File: config.mk
export PLATFORM = sky130hd
export DESIGN_NAME = ksa_mp_sched
export DESIGN_NICKNAME = d
export VERILOG_FILES = /design/src/rtl/ksa_mp_sched.sv
export SDC_FILE = /design/constraint.sdc
export NUM_CORES = 1
export LEC_CHECK = 0
export ABC_CLOCK_PERIOD_IN_PS = 5950
export CORE_AREA = 2 2 147 106
export DETAILED_ROUTE_END_ITERATION = 6
export DIE_AREA = 0 0 149 108
export GPL_TIMING_DRIVEN = 0
export HOLD_SLACK_MARGIN = 0.08
export PLACE_DENSITY = 0.88
export SLEW_MARGIN = 5
export SYNTH_ARGS = -nofsm -noshare
export SYNTH_HDL_FRONTEND = slang
export SYNTH_SLANG_ARGS = --single-unit
File: constraint.sdc
create_clock -name clk -period 5.95 [get_ports clk]
set_clock_uncertainty 0.15 [all_clocks]
set_input_delay 0.8925 -clock clk [delete_from_list [all_inputs] [get_ports clk]]
set_output_delay 0.8925 -clock clk [all_outputs]
set_load 0.01 [all_outputs]
File: src/rtl/ksa_mp_sched.sv
// Round-robin scheduler sharing one external 8-bit adder for NBYTES-byte adds, LSB byte first.
// Optional KSA_SCHED_OVF_EN adds rsp_ovf (signed overflow of the full-width add).
module ksa_mp_sched #(
  parameter int NREQ   = 4,
  parameter int NBYTES = 4,
  localparam int ID_W  = (NREQ > 1) ? $clog2(NREQ) : 1,
  localparam int KW    = (NBYTES > 1) ? $clog2(NBYTES) : 1,
  localparam int OPW   = 8 * NBYTES
) (
  input  logic                clk,
  input  logic                rst,
  input  logic [NREQ-1:0]     req_valid,
  output logic [NREQ-1:0]     req_ready,
  input  logic [NREQ*OPW-1:0] req_a,
  input  logic [NREQ*OPW-1:0] req_b,
  output logic [7:0]          add_a,
  output logic [7:0]          add_b,
  output logic                add_cin,
  input  logic [7:0]          add_sum,
  input  logic                add_cout,
  output logic                rsp_valid,
  input  logic                rsp_ready,
  output logic [ID_W-1:0]     rsp_id,
  output logic [OPW-1:0]      rsp_sum,
`ifdef KSA_SCHED_OVF_EN
  output logic                rsp_ovf,
`endif
  output logic                rsp_cout
);

  typedef enum logic [1:0] {IDLE, RUN, DONE} state_t;

  state_t          state, state_nxt;
  logic [ID_W-1:0] rr_ptr;
  logic [ID_W-1:0] grant_idx;
  logic            grant_vld;
  logic            accept;
  logic [OPW-1:0]  op_a_p0, op_b_p0;
  logic [KW-1:0]   k;
  logic            carry_p1;
  logic            last_byte;

  function automatic logic [ID_W-1:0] ptr_next(input logic [ID_W-1:0] g);
    return (g == ID_W'(NREQ - 1)) ? '0 : g + 1'b1;
  endfunction

  // Arbiter: scan downward so the candidate closest to rr_ptr is assigned last and wins.
  always_comb begin
    logic [ID_W:0] cand;
    grant_vld = 1'b0;
    grant_idx = '0;
    cand      = '0;
    for (int o = NREQ - 1; o >= 0; o--) begin
      cand = {1'b0, rr_ptr} + (ID_W+1)'(o);
      if (cand >= (ID_W+1)'(NREQ)) cand = cand - (ID_W+1)'(NREQ);
      if (req_valid[cand[ID_W-1:0]]) begin
        grant_vld = 1'b1;
        grant_idx = cand[ID_W-1:0];
      end
    end
  end

  always_comb begin
    req_ready = '0;
    if (state == IDLE && !rst && grant_vld) req_ready[grant_idx] = 1'b1;
  end

  assign accept    = |(req_valid & req_ready);
  assign last_byte = (k == KW'(NBYTES - 1));
  assign rsp_valid = (state == DONE);
  assign add_a     = (state == RUN) ? op_a_p0[{k, 3'b000} +: 8] : 8'h00;
  assign add_b     = (state == RUN) ? op_b_p0[{k, 3'b000} +: 8] : 8'h00;
  assign add_cin   = (state == RUN) ? carry_p1 : 1'b0;

  always_comb begin
    state_nxt = state;
    case (state)
      IDLE:    if (accept)    state_nxt = RUN;
      RUN:     if (last_byte) state_nxt = DONE;
      DONE:    if (rsp_ready) state_nxt = IDLE;
      default:                state_nxt = IDLE;
    endcase
  end

  always_ff @(posedge clk or posedge rst) begin
    if (rst) state <= IDLE;
    else     state <= state_nxt;
  end

  // Stage p0: operands captured once at accept; requesters may change them afterwards.
  always_ff @(posedge clk) begin
    if (accept) begin
      op_a_p0 <= req_a[grant_idx*OPW +: OPW];
      op_b_p0 <= req_b[grant_idx*OPW +: OPW];
    end
  end

  // Stage p1: byte-serial accumulation with the carry fed back through carry_p1.
  always_ff @(posedge clk or posedge rst) begin
    if (rst) begin
      rr_ptr   <= '0;
      k        <= '0;
      carry_p1 <= 1'b0;
      rsp_sum  <= '0;
      rsp_id   <= '0;
      rsp_cout <= 1'b0;
`ifdef KSA_SCHED_OVF_EN
      rsp_ovf  <= 1'b0;
`endif
    end else begin
      case (state)
        IDLE: if (accept) begin
          rsp_id   <= grant_idx;
          k        <= '0;
          carry_p1 <= 1'b0;
          rr_ptr   <= ptr_next(grant_idx);
        end
        RUN: begin
          rsp_sum[{k, 3'b000} +: 8] <= add_sum;
          carry_p1 <= add_cout;
          k        <= k + KW'(1);
          if (last_byte) begin
            k        <= '0;
            rsp_cout <= add_cout;
`ifdef KSA_SCHED_OVF_EN
            rsp_ovf  <= (op_a_p0[OPW-1] == op_b_p0[OPW-1]) & (add_sum[7] != op_a_p0[OPW-1]);
`endif
          end
        end
        default: ;
      endcase
    end
  end

endmodule

After elaboration in Yosys (flattened, before gate mapping)
Cells that the tools add are included.
{"block": "op_classes", "magnitude_cmp": 10, "n_reduce_logical": 11, "add_sub_neg": 10, "shift": 6, "n_mux": 37, "n_bitwise": 1, "n_eq_ne": 7}
{"operator": "128-bit by 8-bit variable part select with 32-bit output", "n": 2}
{"operator": "32-bit by 6-bit variable part select with 8-bit output", "n": 2}
{"operator": "32-bit bitwise mux", "n": 1}
{"operator": "8-bit by 7-bit variable shift with 32-bit output, first input constant", "n": 1}
{"operator": "8-bit by 7-bit variable part select with 32-bit output", "n": 1}
{"operator": "2-bit 2-to-1 mux", "n": 14}
{"operator": "8-bit 2-to-1 mux", "n": 2}
{"operator": "2-bit by 3-bit < comparator with 1-bit output, second input constant", "n": 5}
{"operator": "1-bit 2-to-1 mux", "n": 11}
{"operator": "3-bit greater-or-equal comparator, second input constant", "n": 3}
{"operator": "1-bit binary-select mux with 2-bit select", "n": 4}
{"operator": "2-bit by 1-bit subtractor with 2-bit output, second input constant", "n": 4}
{"operator": "5-bit negation with 7-bit output", "n": 1}
{"operator": "2-bit by 2-bit adder with 3-bit output, second input constant", "n": 2}
{"operator": "2-bit equality test, second input constant", "n": 3}
{"operator": "2-bit one-hot mux with 3 select lines", "n": 1}
{"operator": "2-bit AND reduction", "n": 3}
{"operator": "2-bit by 1-bit adder with 2-bit output, second input constant", "n": 2}
{"operator": "4-bit bitwise AND", "n": 1}
{"operator": "4-bit 2-to-1 mux", "n": 1}
{"operator": "2-bit != test, second input constant", "n": 2}
{"operator": "2-bit one-hot mux with 2 select lines", "n": 1}
{"operator": "4-bit OR reduction", "n": 1}
{"operator": "2-bit by 1-bit adder with 3-bit output, second input constant", "n": 1}
{"operator": "11 further kinds", "n": 13}
{"block": "word_totals", "wordCells": 91, "in_bits": 272, "ff_bits": 106, "output_inout_bits": 57}

Logic depth before layout (Yosys ltp)
Gate-level depths: netlist (run 1).
{"block": "logic_depth", "word_depth": 18, "mapped_depth": 9, "depth_no_buf": 8}

Least setup slack after synthesis (run 1)
OpenSTA, ideal clock, no wires.
{"block": "synth_path", "path_type": "input to register", "startpoint": "input port req_valid[0]", "endpoint": "register rr_ptr[1]", "path_stages": 9, "arrival_time_ps": 3664, "required_time_ps": 5671, "setup_ps": 129, "slack_ps": 2006, "path_buffers": 2, "cell_sequence": "a21o_1 -> a21oi_1 -> o22a_1 -> buf_2 -> buf_2 -> ha_1 -> nand2_1 -> a31oi_4 -> mux2_1"}
{"block": "synth_between", "elab_chain_len": 14, "word_cells_on_any_way": 29, "cone_classes": "1 x add/sub; 2 x order compare; 1 x eq/ne; 20 x mux; 1 x bitwise; 4 x reduce/logical"}
{"element": "start: declaration", "line_no": "12", "text": "input logic [NREQ-1:0] req_valid,"}
{"element": "1-bit binary-select mux with 2-bit select", "line_no": "56", "text": "if (req_valid[cand[ID_W-1:0]]) begin"}
{"element": "1-bit 2-to-1 mux (not written as such)", "line_no": "56"}
{"element": "2-bit 2-to-1 mux (4 in series)", "line_no": "56"}
{"element": "2-bit by 3-bit < comparator with 1-bit output (not written as such) / 2-bit by 1-bit greater-or-equal comparator with 1-bit output (equally long branches)", "line_no": "65", "text": "if (state == IDLE && !rst && grant_vld) req_ready[grant_idx] = 1'b1;"}
{"element": "1-bit logical AND (not written as such)", "line_no": "65"}
{"element": "1-bit 2-to-1 mux (not written as such)", "line_no": "65"}
{"element": "1-bit demux with 2-bit select", "line_no": "65"}
{"element": "4-bit 2-to-1 mux", "line_no": "65"}
{"element": "4-bit bitwise AND (*)", "line_no": "68", "text": "assign accept = |(req_valid & req_ready);"}
{"element": "4-bit OR reduction (*)", "line_no": "68"}
{"element": "net accept", "line_no": "37", "text": "logic accept;"}
{"element": "2-bit AND reduction (no line) (*)"}
{"element": "end signal: assignment", "line_no": "116", "text": "rr_ptr <= ptr_next(grant_idx);"}
{"element": "end: declaration", "line_no": "34", "text": "logic [ID_W-1:0] rr_ptr;"}
The timed path passes the listed nets; every way through them passes the cells marked *. The select of a mux whose other input is x is not followed.
A chain may end at the register's enable or synchronous reset.

Final worst setup path (run 1)
{"block": "layout_path", "startpoint": "input port req_valid[0]", "endpoint": "output port req_ready[3]"}
{"block": "layout_between", "elab_chain_len": 11, "word_cells_on_any_way": 23, "cone_classes": "2 x order compare; 19 x mux; 2 x reduce/logical"}
{"element": "1-bit binary-select mux with 2-bit select", "line_no": "56"}
{"element": "1-bit 2-to-1 mux (not written as such)", "line_no": "56"}
{"element": "2-bit 2-to-1 mux (4 in series)", "line_no": "56"}
{"element": "2-bit by 3-bit < comparator with 1-bit output (not written as such) / 2-bit by 1-bit greater-or-equal comparator with 1-bit output (equally long branches)", "line_no": "65"}
{"element": "1-bit logical AND (not written as such)", "line_no": "65"}
{"element": "1-bit 2-to-1 mux (not written as such)", "line_no": "65"}
{"element": "1-bit demux with 2-bit select", "line_no": "65"}
{"element": "4-bit 2-to-1 mux (*)", "line_no": "65"}
{"element": "end: declaration", "line_no": "13", "text": "output logic [NREQ-1:0] req_ready,"}
Mark *: on every way between the ends. The rest lies on a longest branch, timed or not. The select of a mux whose other input is x is not followed.

==> results.md, run 1 <==
* Slowest-stage cell, CP: clkdlybuf4s50_1
* Leak at 4.30 nW
* Seq/Total Area, Yosys at 46.8%
* Crit path capture: req_ready[3]
* Initial Util at 43.7%
* Register-to-Register Path Depth at 10
* Antenna-violating nets left at 0
* Total Wirelength at 21600 um
* Core Rows at 37
* Critical Path RT at 4.91 ns
* Hold_buf cts at 0
* F_max at 231 MHz
* Critical-path cell list: clkdlybuf4s50_1 -> a21o_1 -> a21oi_1 -> o22a_1 -> buf_2 -> buf_2 -> ha_1 -> and2_1 -> clkdlybuf4s50_1
* Top Ports at 329
* Cells after synthesis at 456
* Initial DRC Count at 250
* TritonRoute pass-1 iters at 5
* Critical Path Fanout Max at 10
* CTS sink cnt at 106
* Total track usage at 26.7%
* Clock root buffer: clkbuf_16
* Slew headroom at 42.3%
* Ys Warns at 0
* Number of synthesized register bits at 106
* # DRC at 0
* Commonest non-fill, non-tap cell in the layout: clkdlybuf4s50_1
* Tcrit/Tclk final at 72.9%
* Max-slew violation count at 0
* Worst r2r src: rr_ptr[1]$_DFFE_PP0P_
* Critical Path Start Type: input port
* Die ar. at 0.0161 mm2
* Quantity of gates resized following cts at 0
* Max VDD drop at 0.179 mV
* Post-Syn Area at 0.00635 mm2
* Clock latency at the later pin of the worst-skew pair at 0.35 ns
* Number of buffers and inverters on the critical path at 4
* Launch point of the worst path: req_valid[0]
* Clk buf depth at 2
* Core area at 0.0145 mm2
* Final Hold Viols at 0
* Num CTS Buffers at 9
* Fin crit period at 4.34 ns
* TritonCTS clock tree: yes
* PortBufs at 328
* Depth of the CTS H-tree at 3
* Clock-pin slew of the registers on the worst-case setup and hold paths at 0.07 ns
* Routed vias at 5308
* HP Class: flop to flop
* Finished Cell Area at 0.0102 mm2
* Footprint of the multi-input gates at 0.00314 mm2
* Avg WL per Cell at 21.7 um
* GPL Wtd Cong at 0.835
* Final setup vio count at 0
* Setup bufs post-CTS at 0
* Async S/R FF share, synth at 39.6%
* Nets at 1076
* Commonest non-fill, non-tap cells in the layout: clkdlybuf4s50_1, mux2i_1, edfxtp_1
* Detailed Place HPWL at 17300 um
* Most used flip-flop cell after synthesis: edfxtp_1
* Vias in the first global route at 5922
* First-pass GRT wire length at 32300 um
* Pwr dens at 406 mW/mm2
* RR Endpoint: op_b_p0[8]$_DFFE_PP_
* TNS Setup at 0 ns
* Vias/cell at 5.32
* R2R Setup Slk at 2.52 ns
* Critical path endpoint category: primary output
* Post-synth net total at 735
* Die Height at 108 um
* Initial antenna violation count at 0
* Overall Power at 4.16 mW
* Crit-path max cell delay at 0.53 ns
* Status: completed
* Max-Cap Viols at 0
* Ant diodes at 0
* Family with the most delay on the worst path: buffers and inverters
* Critical Path AT at 3.30 ns
* Layout area overhead at 61.2%
* Register area at 0.00297 mm2
* Die width at 149 um
* GRT Residual Overflow at 0
* Synthesized area per cell at 13.9 um2
* Yosys cell types at 38
* Layout cells sized above 1 at 8.98%
* Layout fillers at 1035
* Worst slew pin tran at 0.865 ns
* Unrepaired setup endpoints after global routing: false
* Placed inst area at 0.00992 mm2
* Pin count of the biggest net entering global routing at 43
* Worst path depth at 9
* EDFF count, synth at 64
* Crit path kind: input port to primary output
## how the worst min path moves through the flow
stage                                     start                     to  slack, ns  cells after the start
after CTS                 rsp_id[1]$_DFFE_PP0P_  rsp_id[1]$_DFFE_PP0P_       0.35                      1
after floorplan            carry_p1$_DFFE_PP0P_   carry_p1$_DFFE_PP0P_       0.34                      2
after detailed placement  rsp_id[1]$_DFFE_PP0P_  rsp_id[1]$_DFFE_PP0P_       0.33                      1
after global placement    rsp_id[1]$_DFFE_PP0P_  rsp_id[1]$_DFFE_PP0P_       0.32                      1
final                     rsp_id[1]$_DFFE_PP0P_  rsp_id[1]$_DFFE_PP0P_       0.34                      1
after global routing      rsp_id[1]$_DFFE_PP0P_  rsp_id[1]$_DFFE_PP0P_       0.37                      1
## layout make-up
type / instances / area share (%)
Buffer: 30 / 2.03
Clock buffer: 9 / 2.20
Inverter: 7 / 0.257
Sequential cell: 106 / 29.0
Multi-Input combinational cell: 313 / 30.7
Tap cell: 195 / 2.38
Timing Repair Buffer: 330 / 32.5
Clock inverter: 7 / 0.819
## logic make-up after synthesis
group	after synthesis	synth area share (%)
muxes	210	36.3
adders and majority gates	7	1.38
AOI/OAI and AO/OA	49	6.46
and+or+nand+nor	47	5.36
DFF	106	46.8
buffers and inverters	37	3.68
## registers in the layout (all words and copies together) (netlist names)
register and count:
rr_ptr 2, op_b_p0 32, state 2, rsp_cout 1, rsp_id 2, carry_p1 1
op_a_p0 32, rsp_sum 32, k 2
## worst reg2reg max path: stages (launching register included)
cell and delay [ns]:
dfrtp_1 0.43, a21o_1 0.17, a21oi_1 0.15, o22a_1 0.15, buf_2 0.19, buf_2 0.30, ha_1 0.25, nand2_1 0.12
a31oi_4 0.74, buf_12 0.28, buf_16 0.19
## stage by stage
step	hold WS (ns)	worst slack, ns	std cells	utilization [%]
after floorplan	0.338	2.01	456	-
after global placement	0.323	0.875	979	67.9
after detailed placement	0.330	1.49	981	68.3
after CTS	0.347	1.60	997	70.4
after global routing	0.365	1.46	997	70.4
final	0.342	1.61	997	70.4
## metal layers
layer	share of wire [%]	global-route usage, %
met1	40	31.3
met2	51	49.1
met3	7.1	6.20
met5	0	0
met4	2.0	7.76
## where the power goes
part | switching (mW) | internal [mW] | total (mW) | leakage, nW
Combinational | 1.10 | 1.21 | 2.31 | 3.00
Clock | 0.304 | 0.306 | 0.609 | 0.152
Sequential | 0.129 | 1.11 | 1.24 | 1.15
Total | 1.53 | 2.62 | 4.16 | 4.30
## synth_stat cells, drive strengths merged (2+ instances only)
cell | count | area share [%]
ha | 7 | 1.4
mux2 | 2 | 0.35
o22a | 2 | 0.28
nor4b | 3 | 1.1
and2 | 18 | 1.8
o22ai | 2 | 0.20
mux4 | 16 | 5.7
nor2b | 2 | 0.20
dfrtp | 42 | 17
edfxtp | 64 | 30
mux2i | 192 | 30
nor4 | 3 | 0.53
nor2 | 2 | 0.12
inv | 7 | 0.41
clkbuf | 3 | 0.18
nand2b | 4 | 0.39
a22o | 32 | 4.4
a21oi | 4 | 0.32
o31ai | 2 | 0.24
buf | 27 | 3.1
nand2 | 11 | 0.77
Note: power is estimated with default switching activity, not from simulation.
==> run 2: changes to the inputs <==
Settings changed: ABC_CLOCK_PERIOD_IN_PS 5950 to 3990, CORE_AREA 2 2 147 106 to 2 2 160 115, DIE_AREA 0 0 149 108 to 0 0 162 117, PLACE_DENSITY 0.88 to 0.79.
Clock period 5.95 ns to 3.99 ns, I/O delays scaled along.
==> run 2 against run 1 <==
  * Core utilization fell by 12 points
  * Worst setup slack got worse by 1.4 ns
  * Critical path depth fell by 4
  * Via count fell by 0.62%
  * First-iteration DRC count rose by 4.8%
  * Critical path type is now flop to primary output
  * Largest cell class unchanged
==> results.md, run 2 (synthesis results as in run 1) <==
* Status: completed
* Max-Cap Viols at 0 (unchanged)
* Global Route met1 Usage at 27.1% (-4.1 points)
* Combinational Power Share at 55.8% (+0.2 points)
* CTS sink cnt at 106 (unchanged)
* Routed vias at 5275 (-0.62%)
* Commonest non-fill, non-tap cells in the layout: clkdlybuf4s50_1, mux2i_1, edfxtp_1
* Tcrit/Tclk final at 95.5%
* Gr busiest metal: met2
* Commonest non-fill, non-tap cell in the layout: clkdlybuf4s50_1
* Detailed Place HPWL at 16600 um (-3.9%)
* Placed insts at 1023 (+4.3%)
* Total Wirelength at 21700 um (+0.22%)
* GPL Wtd Cong at 0.811 (-2.9%)
* Die Height at 117 um (+8.3%)
* Die ar. at 0.0190 mm2 (+18%)
* Vias/cell at 5.07 (-4.8%)
* Antenna-violating nets left at 0 (unchanged)
* F_max at 262 MHz
* Total track usage at 22.3% (-4.4 points)
* Switching power at 2.32 mW (+52%)
* Flop pwr share at 29.5% (-0.3 points)
* Avg WL per Cell at 20.8 um (-4.0%)
* Final Hold Viols at 0 (unchanged)
* Unrepaired setup endpoints after global routing: false
* Num CTS Buffers at 9 (unchanged)
* Critical path endpoint category: primary output
* HP Class: input port to asynchronous set/reset pin
* Clk buf depth at 2 (unchanged)
* Fin crit period at 3.81 ns
* Fin cells at 1041 (+4.4%)
* Nets at 1078 (+0.19%)
* Pin count of the biggest net entering global routing at 41 (-4.7%)
* Critical Path Start Type: flop
* Fin util at 58.9% (-12 points)
* Max-slew violation count at 0 (unchanged)
* Critical Path AT at 3.06 ns (-0.24 ns)
* Sw frac at 37.2% (+0.35 points)
* Initial DRC Count at 262 (+4.8%)
* Die width at 162 um (+8.7%)
* Leak at 4.31 nW (+0.28%)
* Layout area overhead at 62.7%
* Pwr dens at 604 mW/mm2 (+49%)
* Met2 global-route usage at 38.3% (-11 points)
* Worst slew pin tran at 0.889 ns (+0.0243 ns)
* Clock latency at the later pin of the worst-skew pair at 0.35 ns (about the same)
* Clock-pin slew of the registers on the worst-case setup and hold paths at 0.08 ns (about the same)
* Final setup vio count at 0 (unchanged)
* # DRC at 0 (unchanged)
* Max VDD drop at 0.256 mV (+43%)
* Clock share of power at 14.7% (about the same)
* Critical Path RT at 3.24 ns (-1.67 ns)
* GRT Residual Overflow at 0 (unchanged)
* Vias in the first global route at 5413 (-8.6%)
* GR Util met3 at 7.05% (+0.84 points)
* PortBufs at 328 (unchanged)
* Core Rows at 41 (+11%)
* Slew headroom at 40.5% (-1.8 points)
* TritonRoute pass-1 iters at 4 (-1)
* Depth of the CTS H-tree at 3 (unchanged)
* Crit path kind: flop to primary output
* Top Registers: op_a_p0: 32 flops, op_b_p0: 32 flops, rsp_sum: 32 flops
* TritonCTS clock tree: yes
* Cell Int Power at 3.92 mW (+49%)
* Initial antenna violation count at 0 (unchanged)
* Core area at 0.0175 mm2 (+21%)
* Clock root buffer: clkbuf_16
* Top Ports at 329 (unchanged)
* Initial Util at 36.2% (-7.5 points)
* Layout cells sized above 1 at 9.20% (+0.23 points)
* Critical Path Fanout Max at 10 (unchanged)
* First-pass GRT wire length at 30900 um (-4.2%)
## run 2: cell count changes in the layout (fill, tap and decap cells not counted), sizes merged
| cell | change |
|---|---|
| a31oi | +1 |
| clkbuf | +1 |
| clkinv | +2 |
| diode | +1 |
| inv | -2 |
## run 2: worst max-delay path, cell delays in order, from the launching register on
cell and delay, ns:
dfrtp_1 0.43, clkbuf_1 0.48, buf_1 0.70, mux4_2 0.42, and2_1 0.18, clkdlybuf4s50_1 0.50
## run 2: power by group through the flow
stage / sequential, mW / combinational (mW) / clock [mW]
final: 1.84 / 3.48 / 0.920
after global routing: 1.87 / 3.73 / 0.980
after CTS: 1.84 / 3.51 / 0.938
after detailed placement: 1.86 / 3.50 / 0
after global placement: 1.86 / 3.42 / 0
after floorplan: 1.88 / 1.96 / 0
## run 2: cell type report
class	instances	area [um2]
Clock inverter	7	91.3
Timing Repair Buffer	331	3350
Clock buffer	9	225
Inverter	7	26.3
Multi-Input combinational cell	314	3160
Antenna cell	1	2.50
Fill cell	1487	7210
Sequential cell	106	2970
Buffer	30	210
Tap cell	236	295
## run 2: per-layer routing
layer	part of all wire, %	up-vias
li1	-	2468
met5	0	-
met3	8.5	32
met2	48	221
met4	2.4	0
met1	42	2554
## run 2: final timing paths
check                      cells past startpoint                 endpoint                  start  slack (ns)
setup / recovery                               5                 add_b[1]       k[1]$_DFFE_PP0P_        0.18
hold / removal                                 2     carry_p1$_DFFE_PP0P_                    rst        0.33
setup reg to reg                               6  rsp_sum[10]$_DFFE_PP0P_       k[1]$_DFFE_PP0P_        0.62
hold reg to reg                                1    rsp_id[0]$_DFFE_PP0P_  rsp_id[0]$_DFFE_PP0P_        0.35
max in group asynchronous                      3   rsp_sum[5]$_DFFE_PP0P_                    rst        2.94
min in group clk                               1    rsp_id[0]$_DFFE_PP0P_  rsp_id[0]$_DFFE_PP0P_        0.35
## run 2: repair_timing
action / CTS / global route
hold buffers: 0 / 0
setup buffers: 0 / 0
resized for setup: 0 / 1
setup endpoints to repair: 0 / 1
## run 2: through the flow
stage	instance area [um2]	hold slack [ns]	power, mW	setup slack (ns)	setup TNS, ns
CTS	10300	0.315	6.29	0.0444	0
finish	10300	0.335	6.24	0.180	0
global route	10300	0.327	6.58	0.0363	0
detailed placement	10000	0.333	5.35	-0.315	-6.86
global placement	9930	0.322	5.28	-0.960	-60.70
floorplan	6350	0.338	3.84	0.340	0
==> run 3: changes to the inputs <==
Settings changed: SLEW_MARGIN 5 to default.
==> run 3 against run 2 <==
  * Worst setup slack got worse by 0.027 ns
  * Sequential power barely moved
  * Die area unchanged
  * Sequential cell count did not move
  * Combinational power is 1% lower
  * First-iteration DRC count shrank 4.2%
  * Clock-buffer cell count unchanged
  * Critical path type is now input port to primary output
==> results.md, run 3 (synthesis results as in run 1) <==
* Placed inst area at 0.00997 mm2 (-0.28%)
* Top Ports at 329 (unchanged)
* Unrepaired setup endpoints after global routing: false
* Crit path kind: input port to primary output
* Critical Path Start Type: input port
* Finished Cell Area at 0.0103 mm2 (-0.53%)
* Final worst slack at 0.154 ns (-0.0265 ns)
* GPL Wtd Cong at 0.811 (unchanged)
* Slew headroom at 41.2% (+0.62 points)
* Final setup vio count at 0 (unchanged)
* Max-Cap Viols at 0 (unchanged)
* Top Registers: op_a_p0: 32 flops, op_b_p0: 32 flops, rsp_sum: 32 flops
* Commonest non-fill, non-tap cell in the layout: clkdlybuf4s50_1
* Antenna-violating nets left at 0 (unchanged)
* Fin crit period at 3.84 ns (+0.0265 ns)
* Minimum hold slack at 0.348 ns (+0.0129 ns)
* Final Hold Viols at 0 (unchanged)
* Critical Path Fanout Max at 10 (unchanged)
* TritonCTS clock tree: yes
* Initial antenna violation count at 0 (unchanged)
* Fin cells at 1038 (-0.29%)
* Initial Util at 36.2% (unchanged)
* Max VDD drop at 0.262 mV (+2.6%)
* Hold_buf cts at 0 (unchanged)
* Die Height at 117 um (unchanged)
* Commonest non-fill, non-tap cells in the layout: clkdlybuf4s50_1, mux2i_1, edfxtp_1
* Leak at 4.30 nW (-0.42%)
* Critical path endpoint category: primary output
* Total Wirelength at 21300 um (-1.7%)
* Clock-pin slew of the registers on the worst-case setup and hold paths at 0.08 ns (about the same)
* Layout fillers at 1489 (+0.13%)
* Avg WL per Cell at 20.5 um (-1.4%)
* Critical Path RT at 3.24 ns (about the same)
* Crit-path max cell delay at 0.53 ns (-0.17 ns)
* Total track usage at 22.2% (-0.064 points)
* Max-slew violation count at 0 (unchanged)
* Critical Path AT at 3.09 ns (+0.03 ns)
* GRT Residual Overflow at 0 (unchanged)
* Core area at 0.0175 mm2 (unchanged)
* Status: completed
* CTS sink cnt at 106 (unchanged)
* Pin count of the biggest net entering global routing at 43 (+4.9%)
* Die width at 162 um (unchanged)
* PortBufs at 328 (unchanged)
* Family with the most delay on the worst path: buffers and inverters
* Setup bufs post-CTS at 0 (unchanged)
* F_max at 261 MHz (-0.69%)
* Num CTS Buffers at 9 (unchanged)
* Die ar. at 0.0190 mm2 (unchanged)
* Overall Power at 6.17 mW (-1.0%)
* Tcrit/Tclk final at 96.1% (+0.67 points)
* Number of buffers and inverters on the critical path at 4 (+1)
* Detailed Place HPWL at 16600 um (-0.42%)
* Clock root buffer: clkbuf_16
* Clk buf depth at 2 (unchanged)
* Vias/cell at 5.06 (-0.17%)
* Slowest-stage cell, CP: clkdlybuf4s50_1
* Quantity of gates resized following cts at 0 (unchanged)
* Routed vias at 5251 (-0.45%)
* Placed insts at 1022 (-0.098%)
* Nets at 1076 (-0.19%)
* HP Class: flop to flop
* Pre-CTS setup slack at -0.0719 ns (+0.243 ns)
* Depth of the CTS H-tree at 3 (unchanged)
* Layout area overhead at 61.8%
* Critical-path cell list: clkdlybuf4s50_1 -> a21o_1 -> a21oi_1 -> o22a_1 -> buf_2 -> buf_2 -> ha_1 -> and2_1 -> clkdlybuf4s50_1
* TritonRoute pass-1 iters at 5 (+1)
* First-pass GRT wire length at 30800 um (-0.38%)
* Vias in the first global route at 5343 (-1.3%)
* Worst slew pin tran at 0.881 ns (-0.00779 ns)
* Layout cells sized above 1 at 8.98% (-0.23 points)
* Clock latency at the later pin of the worst-skew pair at 0.35 ns (about the same)
* Initial DRC Count at 251 (-4.2%)
* Ant diodes at 0 (-1)
* # DRC at 0 (unchanged)
* Pwr dens at 601 mW/mm2 (-0.51%)
* Core Rows at 41 (unchanged)
-- run 3: cell count changes in the layout (fill, tap and decap cells not counted), sizes merged --
cell and delta:
a31oi -1, clkbuf -1, clkinv +1, diode -1
inv -1
-- run 3: path summary, 6_finish.rpt --
path,start,slack [ns],cells after the start,end
max in group asynchronous,rst,2.44,2,rsp_sum[5]$_DFFE_PP0P_
worst min register to register,rsp_id[0]$_DFFE_PP0P_,0.35,1,rsp_id[0]$_DFFE_PP0P_
worst max-delay path,req_valid[0],0.15,9,req_ready[3]
min in group asynchronous,rst,0.68,2,rr_ptr[0]$_DFFE_PP0P_
worst min-delay path,rsp_id[0]$_DFFE_PP0P_,0.35,1,rsp_id[0]$_DFFE_PP0P_
worst max register to register,k[1]$_DFFE_PP0P_,0.67,6,rsp_sum[10]$_DFFE_PP0P_
-- run 3: worst reg2reg max path: stages, from the launching register on --
cell	delay, ns
dfrtp_1	0.43
clkbuf_1	0.47
buf_1	0.68
inv_1	0.24
ha_1	0.51
nor4b_4	0.57
a22o_1	0.22
-- run 3: area by class of cell --
| class | instances | area, um2 | share of cell area, % |
|---|---|---|---|
| Clock inverter | 7 | 81.3 | 0.792 |
| Buffer | 30 | 208 | 2.02 |
| Tap cell | 236 | 295 | 2.87 |
| Inverter | 7 | 26.3 | 0.256 |
| Clock buffer | 9 | 225 | 2.19 |
| Sequential cell | 106 | 2970 | 28.9 |
| Timing Repair Buffer | 330 | 3320 | 32.3 |
| Multi-Input combinational cell | 313 | 3140 | 30.6 |
-- run 3: power by group --
group	switching, mW	leakage [nW]	internal (mW)	total (mW)
clock	0.448	0.150	0.450	0.898
sequential	0.182	1.15	1.65	1.83
combinational	1.64	2.99	1.80	3.44
-- run 3: layer usage --
| metal | up-vias | track usage, % | wire length (um) |
|---|---|---|---|
| li1 | 2453 | - | - |
| met1 | 2527 | 27.3 | 8860 |
| met2 | 244 | 38.8 | 10300 |
| met3 | 27 | 6.87 | 1790 |
| met4 | 0 | 5.60 | 376 |
| met5 | - | 0 | 0 |
-- run 3: per-stage QoR --
stage               util (%)  setup TNS, ns
floorplan                  -              0
global placement        56.6         -60.70
detailed placement      56.8        -0.0719
CTS                     58.6              0
global route            58.6              0
finish                  58.6              0
